## config.mk

```make
export PLATFORM = sky130hd
export DESIGN_NAME = uart_rx_cfg
export DESIGN_NICKNAME = d
export VERILOG_FILES = /design/src/rtl/uart_rx_cfg.sv
export SDC_FILE = /design/constraint.sdc
export NUM_CORES = 1
export LEC_CHECK = 0
export CORE_ASPECT_RATIO = 1.25
export CORE_MARGIN = 3
export CORE_UTILIZATION = 40
export CTS_BUF_LIST = sky130_fd_sc_hd__clkbuf_8 sky130_fd_sc_hd__clkbuf_16
export CTS_CLUSTER_DIAMETER = 100
export CTS_CLUSTER_SIZE = 10
export DETAILED_ROUTE_END_ITERATION = 8
export PLACE_DENSITY = 0.63
export SYNTH_ARGS = -nofsm -noshare
export SYNTH_HDL_FRONTEND = slang
export SYNTH_SLANG_ARGS = --single-unit
```

## constraint.sdc

```tcl
create_clock -name clk -period 1.6 [get_ports clk]
set_input_delay 0.32 -clock clk [delete_from_list [all_inputs] [get_ports clk]]
set_output_delay 0.32 -clock clk [all_outputs]
set_load 0.005 [all_outputs]
```

## src/rtl/uart_rx_cfg.sv

```systemverilog
// uart_rx_cfg: parametrised UART receiver (data width, parity, stop bits) with input synchroniser and error flags.
// Define UART_RX_MAJORITY_EN to decide each bit by a 2-of-3 vote around mid-bit instead of a single sample.
module uart_rx_cfg #(
   parameter int CLK_PER_BIT = 100,
   parameter int DATA_BITS   = 8,
   parameter int PARITY      = 0,
   parameter int STOP_BITS   = 1
) (
   input  logic                 clk,
   input  logic                 rst,
   input  logic                 rx,
   output logic                 rx_ready,
   output logic [DATA_BITS-1:0] rx_data,
   output logic                 parity_err,
   output logic                 frame_err
);
   localparam int CW   = $clog2(CLK_PER_BIT);
   localparam int HALF = CLK_PER_BIT / 2;
   typedef enum logic [2:0] {IDLE, START, DATA, PARITY_BIT, STOP} state_t;
   state_t state, state_n;
   logic rx_m, rx_s, rx_p;
   logic [CW-1:0] cnt;
   logic [3:0] idx;
   logic [DATA_BITS-1:0] sh;
   logic par_f, frm_f, samp, samp_en, fall, bit_end, last_stop;
   assign fall      = rx_p & ~rx_s;
   assign bit_end   = cnt == CW'(CLK_PER_BIT - 1);
   assign last_stop = state == STOP && samp_en && idx == 4'(STOP_BITS - 1);
`ifdef UART_RX_MAJORITY_EN
   logic maj_a, maj_b;
   always_ff @(posedge clk or posedge rst)
      if (rst) begin
         maj_a <= 1'b1;
         maj_b <= 1'b1;
      end else begin
         if (cnt == CW'(HALF - 1)) maj_a <= rx_s;
         if (cnt == CW'(HALF)) maj_b <= rx_s;
      end
   assign samp_en = cnt == CW'(HALF + 1);
   assign samp    = (maj_a & maj_b) | (maj_a & rx_s) | (maj_b & rx_s);
`else
   assign samp_en = cnt == CW'(HALF);
   assign samp    = rx_s;
`endif
   always_comb begin
      state_n = state;
      case (state)
         IDLE:       state_n = fall ? START : IDLE;
         START:      state_n = (samp_en && samp) ? IDLE : bit_end ? DATA : START;
         DATA:       state_n = !(bit_end && idx == 4'(DATA_BITS - 1)) ? DATA : (PARITY != 0) ? PARITY_BIT : STOP;
         PARITY_BIT: state_n = bit_end ? STOP : PARITY_BIT;
         STOP:       state_n = last_stop ? IDLE : STOP;
         default:    state_n = IDLE;
      endcase
   end
   // Completion returns to IDLE mid-stop-bit so the next start edge is caught with no gap.
   always_ff @(posedge clk or posedge rst)
      if (rst) begin
         {rx_m, rx_s, rx_p} <= 3'b111;
         state      <= IDLE;
         cnt        <= '0;
         idx        <= '0;
         sh         <= '0;
         par_f      <= 1'b0;
         frm_f      <= 1'b0;
         rx_ready   <= 1'b0;
         rx_data    <= '0;
         parity_err <= 1'b0;
         frame_err  <= 1'b0;
      end else begin
         rx_m     <= rx;
         rx_s     <= rx_m;
         rx_p     <= rx_s;
         state    <= state_n;
         cnt      <= (state == IDLE || state_n == IDLE || bit_end) ? '0 : cnt + 1'b1;
         idx      <= (state_n != state) ? '0 : bit_end ? idx + 1'b1 : idx;
         rx_ready <= last_stop;
         if (state == IDLE && fall) begin
            par_f <= 1'b0;
            frm_f <= 1'b0;
         end
         if (state == DATA && samp_en) sh <= {samp, sh[DATA_BITS-1:1]};
         if (state == PARITY_BIT && samp_en) par_f <= samp ^ (^sh) ^ (PARITY == 1);
         if (state == STOP && samp_en) frm_f <= frm_f | ~samp;
         if (last_stop) begin
            rx_data    <= sh;
            parity_err <= par_f;
            frame_err  <= frm_f | ~samp;
         end
      end
endmodule

```

After elaboration in Yosys (flattened, before gate mapping)
Index checks and enable logic that the tools add are counted.
Cells by class
  add/sub/neg operators: 2
  bitwise logic cells: 4
  muxes and demuxes: 13
  eq/ne operators: 8
  reductions and logical operators: 16
Operators by type and width (count)
  $pmux 3 s5: 1
  $mux 3: 3
  $mux 4: 2
  $reduce_xor 8->1: 1
  $add 7x1->7 const B: 1
  $eq 7x6->1 const B: 1
  $eq 7x7->1 const B: 1
  $logic_and 1x1->1: 7
  $mux 7: 1
  $eq 3x2->1 const B: 2
  $logic_not 3->1: 2
  $reduce_bool 2->1: 3
  $add 4x1->4 const B: 1
  $eq 4x3->1 const B: 1
  $logic_not 4->1: 1
  $mux 1: 4
  $mux 2: 2
  $eq 3x1->1 const B: 1
  $eq 3x3->1 const B: 1
  $ne 3x3->1: 1
  $logic_or 1x1->1: 2
  $and 1x1->1: 1
  $not 1->1: 1
  $or 1x1->1: 1
  $xor 1x1->1: 1
Storage, ports and cells
  register bits after elaboration: 38
  bits of input ports: 3

Longest topological paths before layout
Gate-level depths: netlist of the first run.
  word-level depth: 9
  depth in mapped cells: 8
  gate-level depth less buffers: 6

Least setup slack after synthesis of the first run
OpenSTA, ideal clock, no wires.
  kind: register -> register
  start point: reg idx[0]
  end point: reg parity_err
  library setup time: 0.125 ns
  data arrival time: 1.605 ns
  data required time: 1.475 ns
  clock period less this slack: 1.730 ns
  buffers on the path: 1
  cell stages (with the launch flop): 7
  setup slack: -0.130 ns
  path through: dfrtp_1 > inv_1 > ha_1 > nor3b_1 > nand4b_4 > buf_6 > mux2_4
Between the ends
  word-level cells in the longest chain between the ends: 2
Ends and longest elaborated chain
  start: declaration: line 23  | logic [3:0] idx;
  start signal: assignment: line 76  | idx <= (state_n != state) ? '0 : bit_end ? idx + 1'b1 : idx;
  $logic_not 4->1: line 28  | assign last_stop = state == STOP && samp_en && idx == 4'(STOP_BITS - 1);
  $logic_and 1x1->1: line 28
  end signal: assignment: line 87  | parity_err <= par_f;
  end: declaration: line 14  | output logic parity_err,
No other way between the ends.
A chain may end at the register's enable or synchronous reset.

Worst setup path after layout of the first run
  start point: reg cnt[0]
  end point: reg idx[2]
Between the ends
  word-level cells in the longest chain between the ends: 7
  elaborated cells between the ends (all ways): 15
  those cells by class: eq/ne: 3; mux: 7; reduce/logical: 5
Ends and longest elaborated chain
  start: declaration: line 22  | logic [CW-1:0] cnt;
  start signal: assignment: line 75  | cnt <= (state == IDLE || state_n == IDLE || bit_end) ? '0 : cnt + 1'b1;
  $eq 7x6->1: line 42  | assign samp_en = cnt == CW'(HALF);
  $logic_and 1x1->1 (2 in series): line 28
  $mux 3: line 52  | STOP: state_n = last_stop ? IDLE : STOP;
  $pmux 3 s5: line 47  | case (state)
  $ne 3x3->1: line 76
  $mux 4 or $reduce_bool 2->1 (tied branches)
Several ways; a longest one is shown, not always the timed one.

==> results of run 1 <==
layout make-up:
type	instances	area [µm²]	share of cell area
Clock inverter	3	68.82	0.02717
Timing Repair Buffer	46	419.2	0.1655
Tap cell	58	72.57	0.02866
Clock buffer	5	68.82	0.02717
Inverter	7	26.28	0.01038
Multi-Input combinational cell	105	922.1	0.3641
Sequential cell	38	954.7	0.3770
cells by family after synthesis:
family | share of synthesized area
AND/OR/NAND/NOR | 0.1779
flip-flops | 0.5180
multiplexers | 0.1181
XOR/XNOR | 0.07875
buffers and inverters | 0.02716
adder cells (fa/ha/maj) | 0.02716
AO/OA/AOI/OAI | 0.05295
path summary, 6_finish.rpt:
kind | end | slack, ns | cells past startpoint
worst max-delay path | idx[2] | -0.08 | 6
worst min register to register | rx_s | 0.36 | 0
worst max register to register | idx[2] | -0.08 | 6
min in group asynchronous | rx_data[4] | 0.37 | 3
max in group asynchronous | rx_p | 0.96 | 3
worst min-delay path | rx_s | 0.36 | 0
what timing repair did:
action / in CTS / in global routing
gates cloned: 0 / 0
setup endpoints to repair: 30 / 31
pin swaps: 4 / 1
gates resized for setup: 12 / 7
buffers inserted: 3 / 0
cells in the mapped netlist:
cell,instances
sky130_fd_sc_hd__and4b_1,1
sky130_fd_sc_hd__nor3b_1,1
sky130_fd_sc_hd__nor2_4,1
sky130_fd_sc_hd__o21ai_1,1
sky130_fd_sc_hd__o21bai_1,1
sky130_fd_sc_hd__inv_1,7
sky130_fd_sc_hd__and3b_1,1
sky130_fd_sc_hd__nand4b_4,1
sky130_fd_sc_hd__xnor3_1,1
sky130_fd_sc_hd__or2_2,1
sky130_fd_sc_hd__buf_6,1
sky130_fd_sc_hd__mux2_2,10
sky130_fd_sc_hd__xnor2_1,9
sky130_fd_sc_hd__nand2_1,8
sky130_fd_sc_hd__and3_1,4
sky130_fd_sc_hd__o21ai_0,3
sky130_fd_sc_hd__nor2_2,1
sky130_fd_sc_hd__a31oi_1,5
sky130_fd_sc_hd__nor2b_1,2
sky130_fd_sc_hd__nor2_1,7
sky130_fd_sc_hd__nor3_2,1
sky130_fd_sc_hd__dfrtp_1,35
sky130_fd_sc_hd__nand4bb_1,1
sky130_fd_sc_hd__and4bb_1,1
sky130_fd_sc_hd__mux2_4,7
sky130_fd_sc_hd__nand3_1,10
sky130_fd_sc_hd__xor2_1,5
sky130_fd_sc_hd__and2b_1,1
sky130_fd_sc_hd__dfstp_2,3
sky130_fd_sc_hd__a311o_1,1
sky130_fd_sc_hd__buf_4,1
sky130_fd_sc_hd__nand4_1,2
sky130_fd_sc_hd__nor3_1,7
sky130_fd_sc_hd__o221a_2,1
sky130_fd_sc_hd__nand2b_1,2
sky130_fd_sc_hd__o211ai_1,1
sky130_fd_sc_hd__buf_2,1
sky130_fd_sc_hd__ha_1,4
sky130_fd_sc_hd__a21oi_1,2
sky130_fd_sc_hd__or3b_1,1
stage by stage:
stage | cell area (µm²) | setup slack (ns) | util
global placement | 2281 | -0.1133 | 0.5154
global route | 2532 | -0.1808 | 0.5722
finish | 2532 | -0.08345 | 0.5722
detailed placement | 2281 | -0.1421 | 0.5154
CTS | 2510 | -0.09931 | 0.5671
floorplan | 1871 | -0.07781 | -
cells in the final DEF, fill, tap and decap left out, types with 2 or more instances in the layout:
| master | netlist | layout |
|---|---|---|
| sky130_fd_sc_hd__o21ai_0 | 3 | 2 |
| sky130_fd_sc_hd__xnor2_1 | 9 | 9 |
| sky130_fd_sc_hd__nand2_1 | 8 | 7 |
| sky130_fd_sc_hd__o21ai_1 | 1 | 2 |
| sky130_fd_sc_hd__dfstp_2 | 3 | 3 |
| sky130_fd_sc_hd__nand4_1 | 2 | 2 |
| sky130_fd_sc_hd__buf_4 | 1 | 29 |
| sky130_fd_sc_hd__nor2_1 | 7 | 6 |
| sky130_fd_sc_hd__buf_12 | 0 | 3 |
| sky130_fd_sc_hd__xor2_1 | 5 | 5 |
| sky130_fd_sc_hd__nand2b_1 | 2 | 2 |
| sky130_fd_sc_hd__and3_1 | 4 | 4 |
| sky130_fd_sc_hd__clkdlybuf4s50_1 | 0 | 13 |
| sky130_fd_sc_hd__nor3_1 | 7 | 7 |
| sky130_fd_sc_hd__a31oi_1 | 5 | 4 |
| sky130_fd_sc_hd__nor2b_1 | 2 | 2 |
| sky130_fd_sc_hd__bufinv_16 | 0 | 2 |
| sky130_fd_sc_hd__nand3_1 | 10 | 9 |
| sky130_fd_sc_hd__clkbuf_8 | 0 | 5 |
| sky130_fd_sc_hd__nor2_4 | 1 | 2 |
| sky130_fd_sc_hd__dfrtp_1 | 35 | 35 |
| sky130_fd_sc_hd__ha_1 | 4 | 4 |
| sky130_fd_sc_hd__inv_1 | 7 | 6 |
| sky130_fd_sc_hd__mux2_4 | 7 | 17 |
routing by layer:
metal,GRT usage,vias to the layer above,wire [µm],share of wire
met2,0.2698,22,1924,0.52
met5,0,-,0,0
li1,-,638,-,-
met1,0.1924,665,1591,0.43
met4,0.04878,0,38,0.010
met3,0.04925,4,133,0.036
sequential cells by signal, summed over array words and instances, names as in the netlist:
| name | count |
|---|---|
| par_f | 1 |
| rx_data | 8 |
| rx_p | 1 |
| frame_err | 1 |
| rx_s | 1 |
| cnt | 7 |
| rx_ready | 1 |
| frm_f | 1 |
| parity_err | 1 |
| sh | 8 |
| state | 3 |
| rx_m | 1 |
| idx | 4 |
power by group:
group | internal, mW | switching [mW] | total (mW)
clock network | 0.625 | 0.350 | 0.975
logic | 0.238 | 0.255 | 0.493
registers | 1.03 | 0.0550 | 1.09
==> results list, run 1 <==
- Post-detailed-route count of antenna-violating nets: 0
- The worst setup path is captured at a register.
* Syn Inst Count: roughly 150
- The first global-routing pass estimated approximately 6500 µm of wire.
* Area of the die: 5463 µm²
- Unrepaired setup endpoints after global routing: true
- The final reports fail on negative setup slack.
- Grouping stages by cell kind, the critical path spends the most delay in simple AND/OR/NAND/NOR gates.
* Area growth, synth to finish: 37.41%
- Leakage: roughly 1.2 nW
* Half-perimeter wire length after detailed placement: roughly 2600 µm
- Share of the synthesized area in the top cell type: 0.4752
* Syn Area/Cell: roughly 12 µm²
- The clock passes through at most 2 buffers.
* Count of routing violations after the opening detailed-route iteration: between 40 and 50
- Headroom to the max-slew limit came out at 0.7748.
* Number of unique standard cell types used by synthesis: 40
- Cell taking the most area after synthesis: sky130_fd_sc_hd__dfrtp_1
* Root buf cell: sky130_fd_sc_hd__clkbuf_8
* DR vias: 1329
* Setup ws final: -0.08345 ns
- Number of cells in the finished layout apart from fillers: approximately 260
- Timing would allow up to about 590 MHz.
- Worst min-delay path category: register to register
- Element type at the critical path start: register
* Count of clock tree sinks: 38
- Starting density of the core: 0.4165
- The number of slew-limit violations in the final report came to 0.
- Entering global routing, the biggest net connects 39 pins.
- Launch instance of the worst register-to-register path: cnt[0]
- Crit path max fanout: 4
- After clock tree synthesis, the clock-pin slew on the worst setup and hold paths is ~0.080 ns.
* Final Hold Fails: 0
* Clock buffers created by TritonCTS: 5
* Total of hold buffers inserted after clock tree synthesis: 0
* Post-route total power: between 2 and 3 mW
* Proportion of layout cells with a drive suffix above 1: 0.3676
* Final wirelength: about 3700 µm
- At the pin with the least slew margin, the transition time is 0.3371 ns.
- TritonCTS clock tree: done
- The layout has approximately 360 filler cells.
- Measured along the y axis, the die boundary spans about 80 µm.
- VDD IR max: slightly below 0.6 mV
* Max Cap Viol: 0
- Number of H-tree levels: 2
- Final-layout worst hold slack: about 0.36 ns
- The initial antenna violation count is 0.
* Final number of setup-violating endpoints: 23
- YS warnings: 0
* Final TNS setup: -0.8675 ns
* Nets@finish: 210
- Critical path's largest stage delay: 0.38 ns
- The clock reaches the later pin of the worst-skew pair after around 0.3 ns.
- In this run, placement finished with an instance count of 251.
- Among all stages on the critical path, the largest delay is contributed by sky130_fd_sc_hd__a311o_1.
- The setup path with the least slack is of type register to register.
- Dividing the final minimum period by the clock period gives 1.052.
- Routability-driven placement finished with a final weighted congestion of 0.8423.
* Drt first pass iters: 4
* Register area share after synthesis: 0.5180
* Total standard cell area after synthesis: about 1800 µm²
* Via count of the first global-routing pass: between 1k and 1.5k
- 14 I/O pins were placed.
* Pwr per Cell Area: 1008 nW/µm²
* All-Layer GR Usage: 0.1591
- Count of port buffers added during placement: 13
- Worst-case clock skew: 0.009606 ns
- The smallest clock period supported by the final layout is computed as approximately 1.7 ns.
* Net Count, Synth: 160
- In this run the worst setup path begins at cnt[0].
- 0 antenna diodes ended up in the layout.
- Dividing the detail-routed via count by the number of cells gives 5.073.
- The floorplan has 27 rows.
- Counting both buffers and inverters, the worst setup path holds a total of 1.
- The critical path goes through buf_4 > ha_1 > and4bb_2 > nand2_2 > a311o_1 > and3_1.
- Width of the die: around 67 µm
- Top area cells in the synthesized netlist: sky130_fd_sc_hd__dfrtp_1 (48%), sky130_fd_sc_hd__mux2_2 (6.1%), sky130_fd_sc_hd__mux2_4 (5.7%)
* Core Area: around 4400 µm²
* Status: finished with violations
- In the routed design, unresolved DRC markers number 0.
- Data arrival time at the worst-slack endpoint: approximately 1.9 ns
* Required @ worst endpoint: around 1.8 ns
* Wire per inst: roughly 14 µm
- After synthesis the netlist holds a flip-flop and latch count of 38.
* Leftover overflow at the end of global routing: 0
* Hold_sp: rx_m
(Power assumes the default switching activity.)
==> run 2: changes to the inputs <==
Settings changed: GPL_TIMING_DRIVEN from default to 0.
==> results list, run 2 (synthesized netlist as in run 1, its figures left out) <==
- Status: finished with violations
* Violations in the final reports: negative setup slack
- Drt first pass iters: 4 (unchanged)
* Crit path max fanout: 8 (+4)
- The leakage component of the power was 1.118 nW (-7.5%).
- Proportion of layout cells with a drive suffix above 1: 0.3386 (-0.02902)
* Placed Cells: 225 (-10%)
- The I/O pin total was 14 (unchanged).
- Critical-path cell with the highest stage delay: sky130_fd_sc_hd__dfrtp_1
- Final worst path period need: 1.756 ns (+0.07257 ns)
- The largest registers in the layout are rx_data: 8 flops, sh: 8 flops, cnt: 7 flops.
- Area growth, synth to finish: 32.79%
- Most common cell after layout, fill and taps aside: sky130_fd_sc_hd__dfrtp_1
- The number of H-tree branching levels is 2 (unchanged).
- Final TNS setup: -3.233 ns (-2.365 ns)
- The highest achievable clock rate was 569.5 MHz (-4.1%).
- TritonCTS clock tree: done
- The number of non-filler instances in the completed layout came to 247 (-5.7%).
- Post-layout utilization of the core: 0.5530 (-0.01922)
- The peak per-stage delay on the critical path was 0.38 ns (about the same).
- Core Area: 4425 µm² (unchanged)
- Count of standard-cell rows: 27 (unchanged)
- Count of clock tree sinks: 38 (unchanged)
* Width of the die: 66.71 µm (unchanged)
- Clock buffers created by TritonCTS: 5 (unchanged)
- All-Layer GR Usage: 0.1469 (-0.01227)
* Half-perimeter wire length after detailed placement: 2374 µm (-8.3%)
- The final setup violation count is 29 (+26%).
- Area of the die: 5463 µm² (unchanged)
- The setup slack after placement is -0.3546 ns (-0.2125 ns).
* Data arrival time at the worst-slack endpoint: 1.93 ns (+0.07 ns)
* Required @ worst endpoint: 1.77 ns (about the same)
- The cell family contributing the most delay on the critical path is buffers and inverters.
- Transition time at the pin with the least slew margin: 0.6178 ns (+0.2807 ns)
* Post-detailed-route count of antenna-violating nets: 0 (unchanged)
* Nets@finish: 195 (-7.1%)
- Worst min-delay path category: register to register
- Count of port buffers added during placement: 13 (unchanged)
- Critical path capture point type: register
- Crit Path Class: register to register
* Final wirelength: 3532 µm (-4.2%)
- The clock transition at the registers of the reported paths is 0.07 ns (about the same).
- Starting density of the core: 0.4165 (unchanged)
* Pin count of the biggest net entering global routing: 26 (-33%)
* Pwr per Cell Area: 933.3 nW/µm² (-7.5%)
- The combined buffer and inverter count along the critical path was 4 (+3).
- The post-cts hold buffer count is 0 (unchanged).
* Worst-case clock skew: 0.006401 ns (-0.003205 ns)
- The vias per cell came to 5.057 (-0.31%).
* Critical path, cell by cell: inv_1 > ha_2 > and4b_1 > buf_6 > buf_6 > nand4b_4 > buf_8 > mux2_4
- In the layout the commonest cells are sky130_fd_sc_hd__dfrtp_1 (35), sky130_fd_sc_hd__mux2_4 (15), sky130_fd_sc_hd__clkdlybuf4s50_1 (13), sky130_fd_sc_hd__nand3_1 (9), sky130_fd_sc_hd__xnor2_1 (9).
- Global-route wire length before repair: 6037 µm (-6.5%)
* Number of buffers on the longest clock path: 2 (unchanged)
- Cell mode on critical path: sky130_fd_sc_hd__buf_6
- The number of global-route vias before repair was 1290 (-5.1%).
- Count of routing violations after the opening detailed-route iteration: 59 (+31%)
- Wire per inst: 14.30 µm (+1.6%)
- Y dimension of the die: 81.89 µm (unchanged)
- Leftover overflow at the end of global routing: 0 (unchanged)
- Gpl congestion: 0.8909 (+5.8%)
- Post-route total power: 2.284 mW (-11%)
- The post-layout worst setup margin came to -0.1560 ns (-0.07257 ns).
- Final worst-path cycle share: 1.098 (+0.04536)
- Max Cap Viol: 0 (unchanged)
- Root buf cell: sky130_fd_sc_hd__clkbuf_8
- The peak supply drop is 0.8060 mV (+36%).
* R2r setup slk: -0.16 ns (-0.07 ns)
* Number of max-slew violations in the final report: 0 (unchanged)
- The DRC violation count after routing was 0 (unchanged).
- Setup repair after global routing could not meet its margin everywhere.
- Clock latency on the worst-skew pair: 0.29 ns (about the same)
- Final Hold Fails: 0 (unchanged)
* DR vias: 1249 (-6.0%)
- The total inserted antenna cells came to 0 (unchanged).
- Antenna violations before repair: 0 (unchanged)
- Headroom to the max-slew limit: 0.5877 (-0.1871)
- Element type at the critical path start: register
-- run 2: cell types whose count changed in the layout (fill, tap and decap cells not counted), moves of 2 or more --
cell                     delta
sky130_fd_sc_hd__buf_4     -21
sky130_fd_sc_hd__buf_6      +5
sky130_fd_sc_hd__ha_1       -3
sky130_fd_sc_hd__ha_2       +3
sky130_fd_sc_hd__mux2_2     +2
sky130_fd_sc_hd__mux2_4     -2
-- run 2: worst reg2reg max path: stages, from the launching register on --
cell                       delay, ns
sky130_fd_sc_hd__dfrtp_1        0.38
sky130_fd_sc_hd__inv_1          0.07
sky130_fd_sc_hd__ha_2           0.17
sky130_fd_sc_hd__and4b_1        0.21
sky130_fd_sc_hd__buf_6          0.14
sky130_fd_sc_hd__buf_6          0.10
sky130_fd_sc_hd__nand4b_4       0.12
sky130_fd_sc_hd__buf_8          0.18
sky130_fd_sc_hd__mux2_4         0.29
-- run 2: area by class of cell --
cell class / instances / area, µm²
sequential: 38 / 954.7
buffer: 3 / 33.78
clock inverter: 3 / 37.54
timing repair buffer: 28 / 306.5
inverter: 7 / 26.28
clock buffer: 5 / 68.82
tap: 58 / 72.57
fill: 374 / 1978
multi-input combinational: 105 / 947.2
-- run 2: stage by stage --
stage / instance area [µm²] / hold WS (ns)
after floorplan: 1871 / 0.3245
after global placement: 2073 / 0.3488
after detailed placement: 2101 / 0.3468
after CTS: 2327 / 0.3575
after global routing: 2447 / 0.3678
final: 2447 / 0.3568
-- run 2: metal layers --
| layer | up-vias | wire, µm | GRT usage | share of wire |
|---|---|---|---|---|
| met2 | 20 | 1891 | 0.2659 | 0.54 |
| li1 | 608 | - | - | - |
| met1 | 616 | 1464 | 0.1615 | 0.41 |
| met3 | 5 | 115 | 0.03694 | 0.033 |
| met5 | - | 0 | 0 | 0 |
| met4 | 0 | 61 | 0.06098 | 0.017 |
-- run 2: worst paths after layout --
path	endpoint	startpoint	cells past startpoint
worst max-delay path	parity_err	cnt[0]	8
worst min-delay path	rx_s	rx_m	0
worst max register to register	parity_err	cnt[0]	8
worst min register to register	rx_s	rx_m	0
max in group asynchronous	rx_p	rst	3
min in group asynchronous	rx_data[6]	rst	2
-- run 2: timing repair --
item | CTS | global route
cloned | 0 | 0
buffers inserted | 7 | 7
pin swaps | 3 | 9
resized for setup | 15 | 14
endpoints found under the setup margin | 30 | 31
-- run 2: power breakdown --
part | leakage, nW | total [mW] | switching [mW] | internal, mW
clock | 0.0607 | 0.769 | 0.316 | 0.453
combinational | 0.547 | 0.396 | 0.210 | 0.186
sequential | 0.510 | 1.12 | 0.0873 | 1.03
==> run 3: changes to the inputs <==
Settings changed: GPL_TIMING_DRIVEN 0 to default.
==> results of run 3 <==
No change in the layout: final DEF, timing and power equal those of run 1.
==> patch: new RTL, settings of run 3 <==
`CLK_PER_BIT`: 100 -> 50.
--- a/src/rtl/uart_rx_cfg.sv
+++ b/src/rtl/uart_rx_cfg.sv
@@ -1,7 +1,7 @@
 // uart_rx_cfg: parametrised UART receiver (data width, parity, stop bits) with input synchroniser and error flags.
 // Define UART_RX_MAJORITY_EN to decide each bit by a 2-of-3 vote around mid-bit instead of a single sample.
 module uart_rx_cfg #(
-   parameter int CLK_PER_BIT = 100,
+   parameter int CLK_PER_BIT = 50,
    parameter int DATA_BITS   = 8,
    parameter int PARITY      = 0,
    parameter int STOP_BITS   = 1
Check against the original RTL: no difference found for any inputs over 10 cycles, from zero or initial values and one cycle with rst high; that may be too few to reach the edited logic, so the function may still have changed.
==> patch against run 3 <==
  * Combinational power shrank 12%
  * Setup slack lost 0.32 ns
  * Sequential cell count shrank 1
  * The run still ends with negative setup slack left
  * Total power shrank 19%
  * Clock skew shrank 0.0029 ns
  * Largest power group unchanged
  * Final area shrank 4.9%
  * Hold slack lost 0.0013 ns
  * Wire length shrank 4.0%
  * Area after synthesis shrank 7.5%
  * Sequential share of layout area grew 0.92 points
==> patch: results <==
placement:
  dp_cells: 230
  gp_congestion: 0.9285
  io_buffer_count: 13
  dpl.hpwl_um: 2422
yosys:
  syn_area_per_cell_um2: 12.81
  synth_area_leaders: "dfrtp_1 (50%), mux2_4 (7.9%), mux2_2 (5.9%)"
  seq_area_frac_synth_pct: 54.55
  synth_cell_type_count: 32
  synthArstFlopShare_pct: 100.0
  synth_warnings: 0
  synth.net_count: 140
  synthTopCellsByCount: "dfrtp_1 (34), xnor2_1 (10), mux2_2 (9), mux2_4 (9), nor4_1 (8)"
power:
  power.switching_mw: 0.5471
  p_leak_nw: 1.118
  ir_drop_mv: 0.6853
drt:
  drt_pass1_iterations: 4
  drtIter0Drc: 46
  num_vias: 1214
  avgRoutedWirePerCell_um: 14.45
critical_path:
  crit_fanout: 6
  worstReg2RegStart: "cnt[1]"
  critPathSlowestCell: "dfrtp_1"
  cp-startpoint: "cnt[1]"
  reg2reg_to: "cnt[3]"
  r2r_cells: 9
  crit_family: "compound AO/OA/AOI/OAI gates"
clocking:
  cts_made_buffers: 5
  worstSkewPairLatency_ns: 0.29
  cts_root_buf: "clkbuf_8"
  ctsHtreeMaxLevel: 2
min_path:
  holdPathStages: 0
  hold_path.class: "flop to flop"
layout:
  drive_gt1_share_pct: 42.41
  fillers: 339
  diodes: 0
  reg_top3: "rx_data x8, sh x8, cnt x6"
  stdcell_count: 245
  layout.nets: 197
sta:
  setup_violations: 32
  worst_slew_pin_slew_ns: 0.3456
  skew_ns: 0.006716
  fin_ws_ns: -0.4061
global_routing:
  grt_pass1_wl_um: 5720
  grt_max_degree: 38
  grt_usage_pct: 14.74
  grt_pass1_vias: 1273
status:
  status: "finished, violations left"
  violations: "negative setup slack"
-- patch: changes by cell type after synthesis, moves of 2 or more --
cell,run 3,this run
nand3b_1,0,3
o31ai_1,0,2
nand2b_1,2,4
or3_1,0,2
nor4_1,0,8
nand2_1,8,5
nor2b_1,2,0
nor3_1,7,2
nand3_1,10,2
and3_1,4,0
mux2_4,7,9
a31oi_1,5,0
-- patch: cells by family after synthesis --
| group | Yosys count | share of synthesized area [%] |
|---|---|---|
| DFF | 37 | 54.55 |
| and+or+nand+nor | 39 | 13.44 |
| xor gates and xnor gates | 15 | 7.709 |
| muxes | 19 | 14.46 |
| buffers and inverters | 8 | 2.202 |
| adders and majority gates | 4 | 2.937 |
| AOI/OAI and AO/OA | 11 | 4.699 |
-- patch: per-stage QoR --
stage / instance area [um2] / setup TNS [ns] / utilization (%) / hold WS, ns / setup WS [ns]
detailed placement: 2143 / -8.298 / 54.38 / 0.3501 / -0.4020
floorplan: 1712 / -7.911 / - / 0.3245 / -0.4521
global route: 2407 / -12.00 / 61.08 / 0.3629 / -0.4772
global placement: 2143 / -7.436 / 54.38 / 0.3474 / -0.3708
CTS: 2257 / -7.735 / 57.27 / 0.3600 / -0.3671
finish: 2407 / -9.993 / 61.08 / 0.3585 / -0.4061
-- patch: how the worst min path moves through the flow --
| stage | start | end |
|---|---|---|
| finish | rx_m | rx_s |
| global route | rx_m | rx_s |
| CTS | rx_m | rx_s |
| detailed placement | rx_m | rx_s |
| global placement | rx_m | rx_s |
| floorplan | rx | rx_m |
-- patch: final cells by class --
class                      count  area (um2)  share of cell area, %
clock buffer                   5       68.82                  2.859
multi-input combinational     89       864.6                  35.91
timing repair buffer          50       436.7                  18.14
sequential                    37       929.6                  38.62
inverter                       7       26.28                  1.091
tap                           54       67.56                  2.807
clock inverter                 3       13.76                 0.5717
-- patch: timing repair --
| item | CTS | global route |
|---|---|---|
| gates cloned | 1 | 0 |
| pin swaps | 5 | 4 |
| setup endpoints to repair | 30 | 32 |
| buffers inserted | 0 | 7 |
| resized for setup | 5 | 17 |
-- patch: power groups by stage --
stage | Sequential (mW) | Clock [mW] | Combinational [mW]
2_1_floorplan | 1.05 | 0 | 0.149
3_3_place_gp | 1.03 | 0 | 0.316
3_5_place_dp | 1.04 | 0 | 0.330
4_1_cts | 1.02 | 0.628 | 0.337
5_1_grt | 1.02 | 0.670 | 0.474
6_report | 1.02 | 0.610 | 0.432
-- patch: layer usage --
metal	global-route usage [%]	part of all wire, %	wire length (um)
met1	16.09	42	1489
met2	26.65	54	1912
met3	4.668	2.6	93
met4	5.074	1.2	44
met5	0	0	0
